**src/rtl/rtc_time_setter.sv**
```systemverilog
// Time-set controller for the DS1302 RTC: edits hour/minute/second in BCD from
// debounced Mode/Up/Down pulses and hands the result to the driver via wrReq/wrAck.
module rtc_time_setter #(
    parameter int TIMEOUT_MS    = 10000,
    parameter int BLINK_MS      = 500,
    parameter int WR_TIMEOUT_MS = 100
) (
    input  logic       clk,
    input  logic       rst,
    input  logic       tick,
    input  logic       btnMode,
    input  logic       btnUp,
    input  logic       btnDown,
    input  logic [7:0] curHour,
    input  logic [7:0] curMin,
    input  logic [7:0] curSec,
    output logic [7:0] setHour,
    output logic [7:0] setMin,
    output logic [7:0] setSec,
    output logic [1:0] editMode,
    output logic       blink,
    output logic       wrReq,
    input  logic       wrAck,
    output logic       wrErr
);

    localparam int IDLE_W  = $clog2(TIMEOUT_MS + 1);
    localparam int BLINK_W = $clog2(BLINK_MS + 1);
    localparam int WR_W    = $clog2(WR_TIMEOUT_MS + 1);

    typedef enum logic [2:0] {IDLE, EDIT_H, EDIT_M, EDIT_S, WRITE} state_t;

    state_t               state, stateNxt;
    logic [IDLE_W-1:0]    idleCnt, idleCntNxt;
    logic [BLINK_W-1:0]   blinkCnt, blinkCntNxt;
    logic [WR_W-1:0]      wrCnt, wrCntNxt;
    logic [7:0]           setHourNxt, setMinNxt, setSecNxt;
    logic [1:0]           editModeNxt;
    logic                 blinkNxt, wrReqNxt, wrErrNxt;
    logic                 anyBtn, fieldUp, fieldDown;

    // Out-of-range values (including invalid BCD) wrap to 00 on increment.
    function automatic logic [7:0] bcdInc(input logic [7:0] v, input logic [7:0] maxV);
        if (v >= maxV)           return 8'h00;
        else if (v[3:0] == 4'h9) return {v[7:4] + 4'h1, 4'h0};
        else                     return v + 8'h01;
    endfunction

    function automatic logic [7:0] bcdDec(input logic [7:0] v, input logic [7:0] maxV);
        if (v == 8'h00 || v > maxV) return maxV;
        else if (v[3:0] == 4'h0)    return {v[7:4] - 4'h1, 4'h9};
        else                        return v - 8'h01;
    endfunction

    function automatic logic isEdit(input state_t s);
        return (s == EDIT_H) || (s == EDIT_M) || (s == EDIT_S);
    endfunction

    assign anyBtn    = btnMode | btnUp | btnDown;
    assign fieldUp   = btnUp & ~btnDown & ~btnMode;
    assign fieldDown = btnDown & ~btnUp & ~btnMode;

    always_comb begin
        stateNxt    = state;
        setHourNxt  = setHour;
        setMinNxt   = setMin;
        setSecNxt   = setSec;
        idleCntNxt  = idleCnt;
        blinkCntNxt = blinkCnt;
        blinkNxt    = blink;
        wrCntNxt    = wrCnt;
        wrErrNxt    = 1'b0;

        case (state)
            IDLE: begin
                if (btnMode) begin
                    setHourNxt = curHour;
                    setMinNxt  = curMin;
                    setSecNxt  = curSec;
                    stateNxt   = EDIT_H;
                end
            end
            EDIT_H, EDIT_M, EDIT_S: begin
                if (btnMode) begin
                    case (state)
                        EDIT_H:  stateNxt = EDIT_M;
                        EDIT_M:  stateNxt = EDIT_S;
                        default: stateNxt = WRITE;
                    endcase
                end else if (fieldUp || fieldDown) begin
                    case (state)
                        EDIT_H:  setHourNxt = fieldUp ? bcdInc(setHour, 8'h23) : bcdDec(setHour, 8'h23);
                        EDIT_M:  setMinNxt  = fieldUp ? bcdInc(setMin, 8'h59)  : bcdDec(setMin, 8'h59);
                        default: setSecNxt  = fieldUp ? bcdInc(setSec, 8'h59)  : bcdDec(setSec, 8'h59);
                    endcase
                end

                // A button in the same cycle as a tick wins: the count restarts.
                if (anyBtn) begin
                    idleCntNxt = '0;
                end else if (tick) begin
                    if (idleCnt == IDLE_W'(TIMEOUT_MS - 1)) stateNxt = IDLE;
                    else idleCntNxt = idleCnt + IDLE_W'(1);
                end

                if (btnUp || btnDown) begin
                    blinkNxt    = 1'b1;
                    blinkCntNxt = '0;
                end else if (tick) begin
                    if (blinkCnt == BLINK_W'(BLINK_MS - 1)) begin
                        blinkNxt    = ~blink;
                        blinkCntNxt = '0;
                    end else begin
                        blinkCntNxt = blinkCnt + BLINK_W'(1);
                    end
                end
            end
            WRITE: begin
                if (wrAck) begin
                    stateNxt = IDLE;
                end else if (tick) begin
                    if (wrCnt == WR_W'(WR_TIMEOUT_MS - 1)) begin
                        stateNxt = IDLE;
                        wrErrNxt = 1'b1;
                    end else begin
                        wrCntNxt = wrCnt + WR_W'(1);
                    end
                end
            end
            default: stateNxt = IDLE;
        endcase

        // Every state entry restarts all timers and shows the new field.
        if (stateNxt != state) begin
            idleCntNxt  = '0;
            blinkCntNxt = '0;
            wrCntNxt    = '0;
            blinkNxt    = 1'b1;
        end
        if (!isEdit(stateNxt)) blinkNxt = 1'b0;

        case (stateNxt)
            EDIT_H:  editModeNxt = 2'd1;
            EDIT_M:  editModeNxt = 2'd2;
            EDIT_S:  editModeNxt = 2'd3;
            default: editModeNxt = 2'd0;
        endcase
        wrReqNxt = (stateNxt == WRITE);
    end

    always_ff @(posedge clk or negedge rst) begin
        if (!rst) begin
            state    <= IDLE;
            setHour  <= 8'h00;
            setMin   <= 8'h00;
            setSec   <= 8'h00;
            editMode <= 2'd0;
            blink    <= 1'b0;
            wrReq    <= 1'b0;
            wrErr    <= 1'b0;
            idleCnt  <= '0;
            blinkCnt <= '0;
            wrCnt    <= '0;
        end else begin
            state    <= stateNxt;
            setHour  <= setHourNxt;
            setMin   <= setMinNxt;
            setSec   <= setSecNxt;
            editMode <= editModeNxt;
            blink    <= blinkNxt;
            wrReq    <= wrReqNxt;
            wrErr    <= wrErrNxt;
            idleCnt  <= idleCntNxt;
            blinkCnt <= blinkCntNxt;
            wrCnt    <= wrCntNxt;
        end
    end

endmodule

```
**config.mk**
```make
export PLATFORM = sky130hd
export DESIGN_NAME = rtc_time_setter
export DESIGN_NICKNAME = d
export VERILOG_FILES = /design/src/rtl/rtc_time_setter.sv
export SDC_FILE = /design/constraint.sdc
export NUM_CORES = 1
export LEC_CHECK = 0
export BUFFER_PORTS_ARGS = -buffer_cell sky130_fd_sc_hd__buf_2
export CORE_MARGIN = 3
export CORE_UTILIZATION = 35
export CTS_CLUSTER_SIZE = 25
export DETAILED_ROUTE_END_ITERATION = 10
export PLACE_DENSITY = 0.59
export SYNTH_ARGS = -nofsm -noshare
export SYNTH_HDL_FRONTEND = slang
export SYNTH_SLANG_ARGS = --single-unit
```
**constraint.sdc**
```tcl
create_clock -name clk -period 2.2 [get_ports clk]
set_clock_uncertainty 0.15 [all_clocks]
set_input_delay 0.11 -clock clk [delete_from_list [all_inputs] [get_ports clk]]
set_output_delay 0.11 -clock clk [all_outputs]
set_load 0.05 [all_outputs]
```
# After elaboration in Yosys (flattened, before gate mapping)
# Index checks and enable logic that the tools add are counted.
[totals]
reg_bits = 62
output_inout_bits = 29
word_cells = 164
[classes]
n_addsub = 15
n_lt_le_gt_ge = 6
n_eq_ne = 27
muxes = 66
bitwise = 10
reduce_logical = 29
[op_table]
columns = ["op", "n"]
rows = [
  ["two-way mux 8 bit", 27],
  ["two-way mux 14 bit", 5],
  ["one-hot mux 8 bit (2 select lines)", 3],
  ["two-way mux 9 bit", 5],
  ["two-way mux 7 bit", 5],
  ["adder 8 x 1 -> 8 bit, second input constant", 3],
  ["zero test 8 bit", 3],
  ["two-way mux 3 bit", 8],
  ["subtractor 8 x 1 -> 8 bit, second input constant", 3],
  [">= comparator 8 x 7 -> 1 bit, second input constant", 2],
  ["greater-than comparator 8 x 7 -> 1 bit, second input constant", 2],
  ["AND reduction 5 bit", 3],
  ["adder 14 x 1 -> 14 bit, second input constant", 1],
  ["== test 14 bit, second input constant", 1],
  ["adder 4 x 1 -> 4 bit, second input constant", 3],
  ["== test 3 x 2 -> 1 bit, second input constant", 4],
  ["== test 4 bit, second input constant", 3],
  ["zero test 4 bit", 3],
  ["inequality test 2 bit, second input constant", 6],
  ["subtractor 4 x 1 -> 4 bit, second input constant", 3],
  ["two-way mux 1 bit", 10],
  ["adder 9 x 1 -> 9 bit, second input constant", 1],
  ["== test 9 bit, second input constant", 1],
  ["one-hot mux 3 bit (3 select lines)", 1],
  ["24 further kinds", 47],
]

# Logic depth before layout (Yosys ltp)
# Gate-level depths: netlist of run 1.
[logic_depth]
ltp_word = 12
depth_mapped = 8
depth_no_buf = 7

# Worst setup path after synthesis of run 1
# No wires, ideal clock.
[synth_path]
path_type = "reg2reg"
start = "register setSec[0]"
end = "register setSec[6]"
arrival_ns = 2.275
slack_ns = -0.349
path_stages_with_launch = 8
path_buffers = 0
synth_period_minus_slack_ns = 2.549
path_cell_list = "dfrtp_1 -> inv_1 -> ha_1 -> nor2b_1 -> o41ai_2 -> or3_1 -> o21ai_0 -> a211o_1"
[synth_via]
elab_chain_len = 8
word_cells_on_any_way = 17
classes_between = "2 x add/sub; 2 x order compare; 1 x eq/ne; 9 x mux; 3 x reduce/logical"
[synth_rtl]
columns = ["element", "line", "text"]
rows = [
  ["start, declared", "19", "output logic [7:0] setSec,"],
  ["start signal, assigned", "168", "setSec <= setSecNxt;"],
  ["subtractor 8 x 1 -> 8 bit, or another cell as far along", "52", "else return v - 8'h01;"],
  ["two-way mux 8 bit, or another cell as far along", "51", "else if (v[3:0] == 4'h0) return {v[7:4] - 4'h1, 4'h9};"],
  ["two-way mux 8 bit, on equally long branches", "50, 44", ""],
  ["two-way mux 8 bit (*)", "94", "default: setSecNxt = fieldUp ? bcdInc(setSec, 8'h59) : bcdDec(setSec, 8'h59);"],
  ["two-way mux 8 bit (*)", "91", "case (state)"],
  ["two-way mux 8 bit (*)", "90", "end else if (fieldUp || fieldDown) begin"],
  ["two-way mux 8 bit (*)", "84", "if (btnMode) begin"],
  ["one-hot mux 8 bit (2 select lines) (*)", "74", "case (state)"],
]
# Every way passes the cells marked *; elsewhere a longest branch is shown, timed or not. The select of a mux whose other input is x is not followed.
# A chain may end at the register's enable or synchronous reset.

# Worst setup path after layout of run 1
[layout_path]
start = "register state[2]"
end = "register setSec[5]"
[layout_via]
elab_chain_len = 4
word_cells_on_any_way = 13
classes_between = "7 x eq/ne; 1 x mux; 5 x reduce/logical"
[layout_rtl]
columns = ["element", "line", "text"]
rows = [
  ["start, declared", "33", "state_t state, stateNxt;"],
  ["start signal, assigned", "165", "state <= stateNxt;"],
  ["== test 3 x 1 -> 1 bit, or another cell as far along", "74, 91", ""],
  ["OR reduction 3 bit / OR reduction 2 bit (equally long branches)", "-", ""],
  ["inequality test 2 bit (no source line) / nonzero test 2 bit (equally long branches)", "-", ""],
  ["AND reduction 5 bit (no source line)", "-", ""],
]
# Parallel ways exist; a longest one is shown, timed or not.

==> results by group, run 1 <==
Synthesis
  • Number of register bits inferred by synthesis: 62
  • Synth unique cells: 71
  • Count of flip-flops with a built-in enable after synthesis: 0
  • Mapped Cells: 591
  • Synthesis warning total: 0
  • Combinational family with the most area after synthesis: simple AND/OR/NAND/NOR gates
  • Post-Synth Simple-Gate Area: 28.7%
  • Compound-cell area share of the yosys netlist: 23.4%
  • Fraction of synthesized cell area in xor and xnor cells: 3.83%
  • Share of synthesized flip-flops with an asynchronous set or reset: 100%
  • Syn Nets: 643
  • Most common flop cell mapped by yosys: sky130_fd_sc_hd__dfrtp_1
  • Part of the Yosys area used for sequential elements: 32.3%
  • Synthesized-area fraction occupied by adder cells: 5.47%
  • Average cell area after synthesis: 8.13 µm²
  • Summed instance area of the synthesized netlist: 4800 µm²
  • Portion of netlist area occupied by mux cells: 1.98%

Power
  • Internal power summed over all cells: 4560 µW
  • Static Leakage: 0.00271 µW
  • Fraction of power consumed by sequential logic: 20.1%
  • Clock network fraction of total power: 17.2%
  • Worst ir drop on vdd: 0.000854 V
  • Net Sw Frac: 48.7%
  • Overall power consumption: 8880 µW
  • Power density cells: 1380 nW/µm²
  • Switching Power: 4320 µW
  • Comb pwr share: 62.7%

Setup path
  • Logic depth of the worst setup path including buffers: 5
  • WP data arrival: 2.30 ns
  • Worst flop-to-flop path endpoint: setSec[5]
  • Buffers & Inverters on Critical Path: 0
  • Cell type of the slowest stage on the worst timing path: sky130_fd_sc_hd__or4b_4
  • CP startpoint kind: flip-flop
  • Depth of the most critical reg-to-reg path: 5
  • Worst Setup SP: state[2]
  • Startpoint-to-endpoint class of the critical path: flip-flop to flip-flop
  • Cell family contributing the most delay on the critical path: simple AND/OR/NAND/NOR gates
  • Kind of end point of the critical path: flip-flop
  • Worst reg-to-reg setup slack: 0.003 ns
  • Largest stage delay on the critical path: 0.52 ns
  • Cell-by-cell listing of the critical path: or2_4, or4b_4, or3_4, a211o_1, a41oi_2
  • Max FO, Critical Path: 3
  • Worst reg2reg path startpoint: state[2]
  • Last element of the critical path: setSec[5]
  • CP Data Required Time: 2.30 ns

Clock network
  • Clock root cell: sky130_fd_sc_hd__clkbuf_16
  • Clock transition at the registers of the reported paths: 0.06 ns
  • H-tree lvl count: 3
  • Number of buffers created by CTS: 9
  • Buffers from clock root to sink, at most: 2
  • Sinks on the clock net: 62
  • Worst skew pair latency: 0.33 ns
  • Clock tree from TritonCTS: done

Detailed routing
  • Vias: 5127
  • DR vias/cell: 5.71
  • Post-route antenna net violation count: 0
  • First-pass iteration count of the detailed router: 5
  • Post-detailed-route wirelength per cell: 16.8 µm
  • Total Wirelength: 15100 µm
  • Post-detailed-route DRC marker count: 0
  • DRC marker count from the first detailed-route iteration: 366

Global route
  • Antenna violations before repair: 0
  • Number of global-route vias before repair: 4924
  • GR Overflow Total: 0
  • Maximum number of pins on one net before global-route repair: 63
  • First-pass GRT wire length: 24400 µm
  • Total global routing track utilization: 20.0%

STA
  • Final Setup Violations: 0
  • Period utilization: 99.9%
  • Sum of negative setup slack: 0 ns
  • Unrepaired setup endpoints after global routing: yes
  • Measured slew at the worst slew-check pin: 0.477 ns
  • Slew headroom: 68.0%
  • Peak Freq: 0.455 GHz
  • Count of final hold-check violations: 0
  • Min cycle time layout: 2.20 ns
  • Pins over their slew limit: 0
  • Slack of the critical path: 0.00287 ns

Floorplan
  • Initial core utilization: 36.0%
  • Die outline area: 15200 µm²
  • Number of top-level pins: 60
  • Core footprint: 13300 µm²
  • Vertical die dimension: 123 µm
  • Die Width: 123 µm
  • # rows: 42

Cells and area
  • Share of cells above drive strength 1: 29.6%
  • Layout Area Growth over Synthesis: 34.2%
  • Number of standard cells in the layout, taps in and fillers out: 898
  • # nets final: 769
  • Antenna diode count: 0
  • Final core utilization: 48.3%

Hold path
  • Class of the worst hold path: input pin to flip-flop

Placed design
  • Hpwl dp: 11000 µm
  • Placed cell count: 865
  • Port Buffers: 59
  • Placer Congestion: 0.909
  • Worst Setup Slack post-DPL: -0.0199 ns

Status
  • Run status: finished, final reports clean

Job
  • Maximum capacitance violations: 0
cell type report:
| cell class | instances | area (µm²) |
|---|---|---|
| clock inverters | 6 | 86.3 |
| inverters | 20 | 75.1 |
| repair buffers | 147 | 1030 |
| clock buffers | 10 | 229 |
| fillers | 1309 | 6900 |
| well taps | 176 | 220 |
| flip-flops and latches | 62 | 1570 |
| multi-input cells | 477 | 3240 |
worst register-to-register path, delay by kind of cell, from the launching register on:
family / cells / cell delay (ns)
AO/OA/AOI/OAI: 2 / 0.42
flip-flops: 1 / 0.38
AND/OR/NAND/NOR: 3 / 1.18
Yosys cell counts (3+ instances only):
master / count / area, µm²
sky130_fd_sc_hd__nand2_1: 52 / 195
sky130_fd_sc_hd__a2bb2oi_1: 3 / 26.3
sky130_fd_sc_hd__nand4_1: 12 / 75.1
sky130_fd_sc_hd__nand4b_1: 4 / 35.0
sky130_fd_sc_hd__or2_2: 4 / 25.0
sky130_fd_sc_hd__and2_1: 7 / 43.8
sky130_fd_sc_hd__o211ai_1: 3 / 22.5
sky130_fd_sc_hd__o31ai_1: 8 / 60.1
sky130_fd_sc_hd__buf_2: 8 / 40.0
sky130_fd_sc_hd__mux2_2: 4 / 45.0
sky130_fd_sc_hd__nor4_1: 5 / 31.3
sky130_fd_sc_hd__or4_1: 4 / 30.0
sky130_fd_sc_hd__clkbuf_1: 22 / 82.6
sky130_fd_sc_hd__xnor2_1: 10 / 87.6
sky130_fd_sc_hd__a21oi_1: 42 / 210
sky130_fd_sc_hd__o22ai_1: 5 / 31.3
sky130_fd_sc_hd__xor2_1: 11 / 96.3
sky130_fd_sc_hd__a31o_2: 3 / 26.3
sky130_fd_sc_hd__nand2b_1: 9 / 56.3
sky130_fd_sc_hd__nor3_1: 24 / 120
sky130_fd_sc_hd__nand3_1: 29 / 145
sky130_fd_sc_hd__nor4b_1: 6 / 52.6
sky130_fd_sc_hd__or3_1: 17 / 106
sky130_fd_sc_hd__nor2_1: 39 / 146
sky130_fd_sc_hd__dfrtp_1: 62 / 1550
sky130_fd_sc_hd__and3_1: 12 / 75.1
sky130_fd_sc_hd__inv_1: 20 / 75.1
sky130_fd_sc_hd__nor3b_1: 6 / 45.0
sky130_fd_sc_hd__o21ai_0: 43 / 215
sky130_fd_sc_hd__o21a_1: 4 / 30.0
sky130_fd_sc_hd__a211o_1: 4 / 35.0
sky130_fd_sc_hd__a211oi_1: 6 / 45.0
sky130_fd_sc_hd__nand3b_1: 5 / 37.5
sky130_fd_sc_hd__a22oi_1: 3 / 22.5
sky130_fd_sc_hd__nor2b_1: 10 / 62.6
sky130_fd_sc_hd__a31oi_1: 13 / 81.3
sky130_fd_sc_hd__or3b_2: 4 / 35.0
sky130_fd_sc_hd__o21bai_1: 4 / 30.0
sky130_fd_sc_hd__mux2i_1: 5 / 50.1
sky130_fd_sc_hd__ha_1: 21 / 263
stage by stage:
stage	hold slack [ns]	area [µm²]
global route	0.0199	6450
CTS	0.00225	6300
floorplan	-0.336	4870
global placement	0.00590	5800
detailed placement	0.0113	5800
finish	0.00496	6450
cell usage in the layout, fill, tap and decap left out, types with 17 or more instances in the layout:
| master | synthesis | layout |
|---|---|---|
| sky130_fd_sc_hd__nand3_1 | 29 | 28 |
| sky130_fd_sc_hd__ha_1 | 21 | 18 |
| sky130_fd_sc_hd__buf_4 | 1 | 68 |
| sky130_fd_sc_hd__dlygate4sd3_1 | 0 | 17 |
| sky130_fd_sc_hd__nor3_1 | 24 | 23 |
| sky130_fd_sc_hd__a21oi_1 | 42 | 39 |
| sky130_fd_sc_hd__o21ai_0 | 43 | 38 |
| sky130_fd_sc_hd__inv_1 | 20 | 20 |
| sky130_fd_sc_hd__dfrtp_1 | 62 | 47 |
| sky130_fd_sc_hd__buf_2 | 8 | 59 |
| sky130_fd_sc_hd__nor2_1 | 39 | 38 |
| sky130_fd_sc_hd__nand2_1 | 52 | 52 |
worst min path at each step:
stage | endpoint | slack, ns | cells after the start | startpoint
final | setSec[2] | 0.005 | 3 | curSec[2]
after global routing | setSec[2] | 0.02 | 3 | curSec[2]
after CTS | setHour[2] | 0.002 | 4 | curHour[2]
after detailed placement | idleCnt[11] | 0.01 | 2 | rst
after global placement | idleCnt[4] | 0.006 | 2 | rst
after floorplan | blink | -0.34 | 0 | rst
what timing repair did:
action | 4_1_cts | 5_1_grt
resized for setup | 2 | 34
hold buffers | 17 | 0
setup endpoints to repair | 11 | 24
pin swaps | 2 | 18
endpoints found under the hold margin | 79 | 0
buffers inserted | 0 | 1
power groups by stage:
stage	Clock [µW]	Sequential [µW]	Combinational, µW
2_1_floorplan	0	2530	2740
3_3_place_gp	0	1770	5210
3_5_place_dp	0	1780	5270
4_1_cts	1550	1770	5310
5_1_grt	1610	1830	6010
6_report	1530	1780	5570
cell families after synthesis:
group                    after synthesis
buffers and inverters                 52
adder cells (fa/ha/maj)               21
AND/OR/NAND/NOR                      255
flip-flops                            62
XOR/XNOR                              21
multiplexers                           9
AO/OA/AOI/OAI                        171
flip-flops by register name (all words and copies together), names as in the netlist:
signal,cells
idleCnt,14
setMin,8
setSec,8
wrErr,1
wrCnt,7
editMode,2
setHour,8
wrReq,1
blink,1
state,3
blinkCnt,9
layer usage:
layer	GRT usage (%)	share of wire [%]
met3	4.12	5.9
met5	0	0
met1	27.4	46
met4	5.12	1.2
met2	32.1	47
(Power assumes the default switching activity.)
==> run 2: changes to the inputs <==
Settings changed: CTS_CLUSTER_SIZE 25 to 16, SETUP_SLACK_MARGIN set to 0.02.
==> run 2 against run 1 <==
Sequential cell count unchanged. Setup slack improved by 0.059 ns. Total power decreased by 2.2%. Utilization decreased by 0.084 points. Highest routed layer is now met5.
==> results by group, run 2 (synthesized netlist as in run 1, its figures left out) <==
STA
  • Period utilization: 97.2% (-2.7 points)
  • Min cycle time layout: 2.14 ns (-0.0588 ns)
  • Final Setup Violations: 0 (unchanged)
  • Unrepaired setup endpoints after global routing: yes
  • Sum of negative setup slack: 0 ns (unchanged)
  • Slack of the critical path: 0.0616 ns (+0.0588 ns)
  • Slew headroom: 57.6% (-10 points)
  • Count of final hold-check violations: 0 (unchanged)
  • Measured slew at the worst slew-check pin: 0.636 ns (+0.159 ns)
  • Pins over their slew limit: 0 (unchanged)
  • Peak Freq: 0.468 GHz (+2.7%)

Cells and area
  • # nets final: 776 (+0.91%)
  • Leading cell types in the layout, fill and taps excluded: sky130_fd_sc_hd__buf_4, sky130_fd_sc_hd__buf_2, sky130_fd_sc_hd__nand2_1
  • Final design area excluding fillers: 6430 µm² (-0.17%)
  • Layout Area Growth over Synthesis: 33.9%
  • Max reg flops: 14 (unchanged)
  • Fill cell total of the finished layout: 1285 (-1.8%)
  • Most common cell after layout, fill and taps aside: sky130_fd_sc_hd__buf_4
  • Number of standard cells in the layout, taps in and fillers out: 904 (+0.67%)
  • Antenna diode count: 0 (unchanged)
  • Share of cells above drive strength 1: 29.5% (-0.11 points)
  • Top flop regs: idleCnt x14, blinkCnt x9
  • Final core utilization: 48.2% (-0.084 points)
  • Register containing the most flip-flops in the final layout: idleCnt

Job
  • Maximum capacitance violations: 0 (unchanged)

Power
  • Power density cells: 1350 nW/µm² (-2.1%)
  • Static Leakage: 0.00272 µW (+0.22%)
  • Worst ir drop on vdd: 0.000906 V (+6.1%)

Clock network
  • Clock root cell: sky130_fd_sc_hd__clkbuf_16
  • Number of buffers created by CTS: 9 (unchanged)
  • Clock transition at the registers of the reported paths: 0.05 ns (about the same)
  • Worst skew pair latency: 0.34 ns (about the same)
  • H-tree lvl count: 3 (unchanged)
  • Clock tree from TritonCTS: done
  • Buffers from clock root to sink, at most: 2 (unchanged)
  • Sinks on the clock net: 62 (unchanged)

Placed design
  • Worst Setup Slack post-DPL: -0.0272 ns (-0.00734 ns)
  • Instance area at placement: 5800 µm² (-0.11%)
  • Placer Congestion: 0.925 (+1.7%)
  • Port Buffers: 59 (unchanged)
  • Placed cell count: 864 (-0.12%)
  • Hpwl dp: 10900 µm (-1.1%)

Setup path
  • Kind of end point of the critical path: flip-flop
  • CP startpoint kind: flip-flop
  • Max FO, Critical Path: 3 (unchanged)
  • CP Data Required Time: 2.30 ns (about the same)
  • Startpoint-to-endpoint class of the critical path: flip-flop to flip-flop
  • WP data arrival: 2.23 ns (-0.07 ns)

Global route
  • Number of global-route vias before repair: 4900 (-0.49%)
  • Maximum number of pins on one net before global-route repair: 39 (-38%)
  • Total global routing track utilization: 20.4% (+0.40 points)
  • First-pass GRT wire length: 24400 µm (about the same)
  • GR Overflow Total: 0 (unchanged)
  • Antenna violations before repair: 1 (+1)

Floorplan
  • Core footprint: 13300 µm² (unchanged)
  • Die Width: 123 µm (unchanged)
  • Vertical die dimension: 123 µm (unchanged)
  • # rows: 42 (unchanged)
  • Die outline area: 15200 µm² (unchanged)
  • Initial core utilization: 36.0% (unchanged)
  • Number of top-level pins: 60 (unchanged)

Detailed routing
  • Post-detailed-route DRC marker count: 0 (unchanged)
  • Post-route antenna net violation count: 0 (unchanged)
  • Vias: 5109 (-0.35%)
  • Post-detailed-route wirelength per cell: 16.4 µm (-2.5%)
  • DRC marker count from the first detailed-route iteration: 360 (-1.6%)
  • First-pass iteration count of the detailed router: 5 (unchanged)
  • Total Wirelength: 14800 µm (-1.8%)
  • DR vias/cell: 5.65 (-1.0%)

Hold path
  • Class of the worst hold path: input pin to flip-flop

Status
  • Run status: finished, final reports clean
run 2: cell types whose count changed in the layout (fill, tap and decap cells not counted), sizes merged:
| cell | before | now |
|---|---|---|
| clkinvlp | 1 | 0 |
| dlygate4sd3 | 17 | 20 |
| bufinv | 2 | 1 |
| clkbuf | 10 | 11 |
| buf | 130 | 134 |
run 2: worst max-delay path, cell delays in order (launching register included):
cell                      delay (ns)
sky130_fd_sc_hd__dfrtp_1        0.37
sky130_fd_sc_hd__or2_4          0.25
sky130_fd_sc_hd__or4b_4         0.50
sky130_fd_sc_hd__or3_4          0.39
sky130_fd_sc_hd__a211o_1        0.25
sky130_fd_sc_hd__a41oi_2        0.13
run 2: metal layers:
metal | vias to the layer above | GRT usage [%] | part of all wire, %
li1 | 2468 | - | -
met1 | 2478 | 26.4 | 45
met2 | 144 | 33.3 | 48
met3 | 17 | 5.54 | 5.4
met4 | 2 | 5.74 | 1.4
met5 | - | 0 | 0.047
run 2: per-stage QoR:
step,power [µW],hold slack [ns]
detailed placement,6990,0.0127
CTS,8490,0.00171
global placement,6940,0.00171
finish,8680,0.00955
global route,9290,0.0336
floorplan,5290,-0.336
run 2: timing repair:
action                                  in CTS  in global routing
hold buffers                                20                  0
endpoints found under the setup margin       3                 31
endpoints found under the hold margin       44                  0
buffers inserted                             0                  5
cloned                                       0                  0
pin swaps                                    1                 17
resized for setup                            2                 29
run 2: layout make-up:
class / count / area (µm²) / share of cell area [%]
Inverter: 20 / 75.1 / 1.17
Clock inverter: 4 / 48.8 / 0.758
Clock buffer: 11 / 243 / 3.77
Timing Repair Buffer: 154 / 1070 / 16.7
Tap cell: 176 / 220 / 3.42
Multi-Input combinational cell: 477 / 3200 / 49.8
Sequential cell: 62 / 1570 / 24.4
run 2: where the power goes:
| part | internal (µW) | total, µW | switching, µW |
|---|---|---|---|
| Sequential | 1430 | 1840 | 411 |
| Combinational | 2120 | 5420 | 3290 |
| Clock | 899 | 1420 | 522 |
run 2: final timing paths:
| path | startpoint | end | slack (ns) | cells after the start |
|---|---|---|---|---|
| max | state[2] | setSec[5] | 0.06 | 5 |
| min | curHour[4] | setHour[4] | 0.01 | 5 |
| max reg2reg | state[2] | setSec[5] | 0.06 | 5 |
| min reg2reg | wrCnt[5] | wrCnt[5] | 0.39 | 2 |
| max in group asynchronous | rst | setSec[5] | 1.08 | 3 |
| min in group asynchronous | rst | blinkCnt[8] | 0.16 | 2 |
==> run 3: changes to the inputs <==
Settings changed: CAP_MARGIN set to 5, PLACE_DENSITY 0.59 to 0.57, REMOVE_ABC_BUFFERS set to 1.
Clock period 2.2 ns to 2.3 ns, I/O delays scaled along.
==> run 3 against run 2 <==
Sequential power is 9% lower. Hold slack worse by 0.0012 ns. Total power is 7.1% lower. Combinational power is 6.6% lower. Critical path depth stayed put. Utilization is 1.3 points lower. Maximum frequency is 2.3% lower. Critical path type unchanged. Largest cell class unchanged. Highest routed layer is now met4.
==> results by group, run 3 (synthesized netlist as in run 1, its figures left out) <==
Detailed routing
  • Total Wirelength: 14900 µm (+0.70%)
  • Post-route antenna net violation count: 0 (unchanged)
  • Post-detailed-route wirelength per cell: 16.6 µm (+1.6%)
  • Post-detailed-route DRC marker count: 0 (unchanged)
  • First-pass iteration count of the detailed router: 5 (unchanged)
  • DRC marker count from the first detailed-route iteration: 291 (-19%)
  • DR vias/cell: 5.71 (+0.99%)
  • Vias: 5114 (+0.098%)

Placed design
  • Placer Congestion: 0.948 (+2.5%)
  • Port Buffers: 59 (unchanged)
  • Instance area at placement: 5720 µm² (-1.4%)
  • Hpwl dp: 11000 µm (+0.90%)

Setup path
  • Worst reg2reg path startpoint: state[2]
  • Depth of the most critical reg-to-reg path: 5 (unchanged)
  • WP data arrival: 2.32 ns (+0.09 ns)
  • CP startpoint kind: flip-flop
  • Kind of end point of the critical path: flip-flop
  • Startpoint-to-endpoint class of the critical path: flip-flop to flip-flop
  • Max FO, Critical Path: 4 (+1)
  • Worst reg-to-reg setup slack: 0.11 ns (+0.05 ns)
  • Worst flop-to-flop path endpoint: setSec[6]
  • Cell type of the slowest stage on the worst timing path: sky130_fd_sc_hd__or4_4
  • Largest stage delay on the critical path: 0.55 ns (+0.05 ns)
  • Buffers & Inverters on Critical Path: 0 (unchanged)
  • Cell-by-cell listing of the critical path: or2_4, or4b_4, or4_4, a21oi_2, a211o_1
  • Worst Setup SP: state[2]
  • CP Data Required Time: 2.43 ns (+0.13 ns)
  • Cell family contributing the most delay on the critical path: simple AND/OR/NAND/NOR gates

Global route
  • Number of global-route vias before repair: 4973 (+1.5%)
  • First-pass GRT wire length: 24400 µm (about the same)
  • Maximum number of pins on one net before global-route repair: 44 (+13%)
  • GR Overflow Total: 0 (unchanged)
  • Total global routing track utilization: 20.2% (-0.11 points)
  • Antenna violations before repair: 0 (-1)

Power
  • Power density cells: 1290 nW/µm² (-4.5%)
  • Worst ir drop on vdd: 0.000696 V (-23%)
  • Static Leakage: 0.00268 µW (-1.4%)

Clock network
  • Clock transition at the registers of the reported paths: 0.05 ns (about the same)
  • Number of buffers created by CTS: 9 (unchanged)
  • Worst skew pair latency: 0.34 ns (about the same)
  • Clock root cell: sky130_fd_sc_hd__clkbuf_16
  • Clock tree from TritonCTS: done
  • H-tree lvl count: 3 (unchanged)
  • Sinks on the clock net: 62 (unchanged)
  • Buffers from clock root to sink, at most: 2 (unchanged)

STA
  • Min cycle time layout: 2.19 ns (+0.0503 ns)
  • Period utilization: 95.2% (-2.0 points)
  • Pins over their slew limit: 0 (unchanged)
  • Peak Freq: 0.457 GHz (-2.3%)
  • Unrepaired setup endpoints after global routing: no
  • Slew headroom: 58.0% (+0.42 points)
  • Measured slew at the worst slew-check pin: 0.630 ns (-0.00623 ns)
  • Sum of negative setup slack: 0 ns (unchanged)
  • Final hold slack: 0.00831 ns (-0.00124 ns)
  • Final Setup Violations: 0 (unchanged)
  • Count of final hold-check violations: 0 (unchanged)

Hold path
  • Worst Hold Launch: curSec[3]
  • Class of the worst hold path: input pin to flip-flop
  • Hold-critical path endpoint: setSec[3]
  • Number of cells on the worst hold path: 3 (-2)

Cells and area
  • Top flop regs: idleCnt x14, blinkCnt x9
  • # nets final: 767 (-1.2%)
  • Final core utilization: 46.9% (-1.3 points)
  • Layout Area Growth over Synthesis: 30.3%
  • Max reg flops: 14 (unchanged)
  • Share of cells above drive strength 1: 24.2% (-5.4 points)
  • Final design area excluding fillers: 6260 µm² (-2.7%)
  • Register containing the most flip-flops in the final layout: idleCnt
  • Leading cell types in the layout, fill and taps excluded: sky130_fd_sc_hd__dfrtp_1, sky130_fd_sc_hd__buf_4, sky130_fd_sc_hd__buf_2
  • Antenna diode count: 0 (unchanged)

Floorplan
  • Number of top-level pins: 60 (unchanged)
  • # rows: 42 (unchanged)
  • Vertical die dimension: 123 µm (unchanged)
  • Initial core utilization: 36.0% (unchanged)
  • Core footprint: 13300 µm² (unchanged)
  • Die outline area: 15200 µm² (unchanged)
  • Die Width: 123 µm (unchanged)

Job
  • Maximum capacitance violations: 0 (unchanged)

Status
  • Run status: finished, final reports clean
[run 3: how the worst max path moves through the flow]
stage / end / slack, ns / depth (start not counted)
2_1_floorplan: blink / -0.43 / 5
3_3_place_gp: setMin[5] / 0.1 / 8
3_5_place_dp: setSec[5] / 0.08 / 5
4_1_cts: setSec[5] / 0.06 / 5
5_1_grt: setMin[3] / 0.02 / 7
6_report: setSec[6] / 0.11 / 5
[run 3: per-layer routing]
metal	routed length, µm	vias up	track usage [%]
li1	-	2458	-
met1	6600	2458	25.8
met2	7200	171	34.1
met3	823	27	3.89
met4	269	0	7.40
met5	0	-	0
[run 3: layout make-up]
type | count | area [µm²]
inverter | 20 | 75.1
clock buffer | 11 | 233
clock inverter | 5 | 50.0
fill | 1324 | 7090
tap | 176 | 220
multi-input combinational | 477 | 3100
sequential | 62 | 1550
timing repair buffer | 145 | 1030
[run 3: power by group]
| group | switching [µW] | total [µW] | internal [µW] |
|---|---|---|---|
| clock network | 502 | 1330 | 831 |
| registers | 326 | 1670 | 1340 |
| logic | 3140 | 5060 | 1920 |
[run 3: metrics by stage]
| stage | instances | setup WS (ns) | power [µW] |
|---|---|---|---|
| 2_1_floorplan | 559 | -0.430 | 4810 |
| 3_3_place_gp | 859 | 0.0988 | 6570 |
| 3_5_place_dp | 859 | 0.0801 | 6640 |
| 4_1_cts | 896 | 0.0562 | 8030 |
| 5_1_grt | 896 | 0.0210 | 8630 |
| 6_report | 896 | 0.111 | 8060 |
[run 3: worst register-to-register path, delay by kind of cell, from the launching register on]
family | cells | cell delay, ns
AOI/OAI and AO/OA | 2 | 0.25
DFF | 1 | 0.39
and+or+nand+nor | 3 | 1.34
[run 3: what timing repair did]
item / CTS / global route
hold buffers: 21 / 0
buffers inserted: 0 / 0
hold endpoints to repair: 40 / 0
endpoints found under the setup margin: 0 / 19
gates resized for setup: 0 / 15
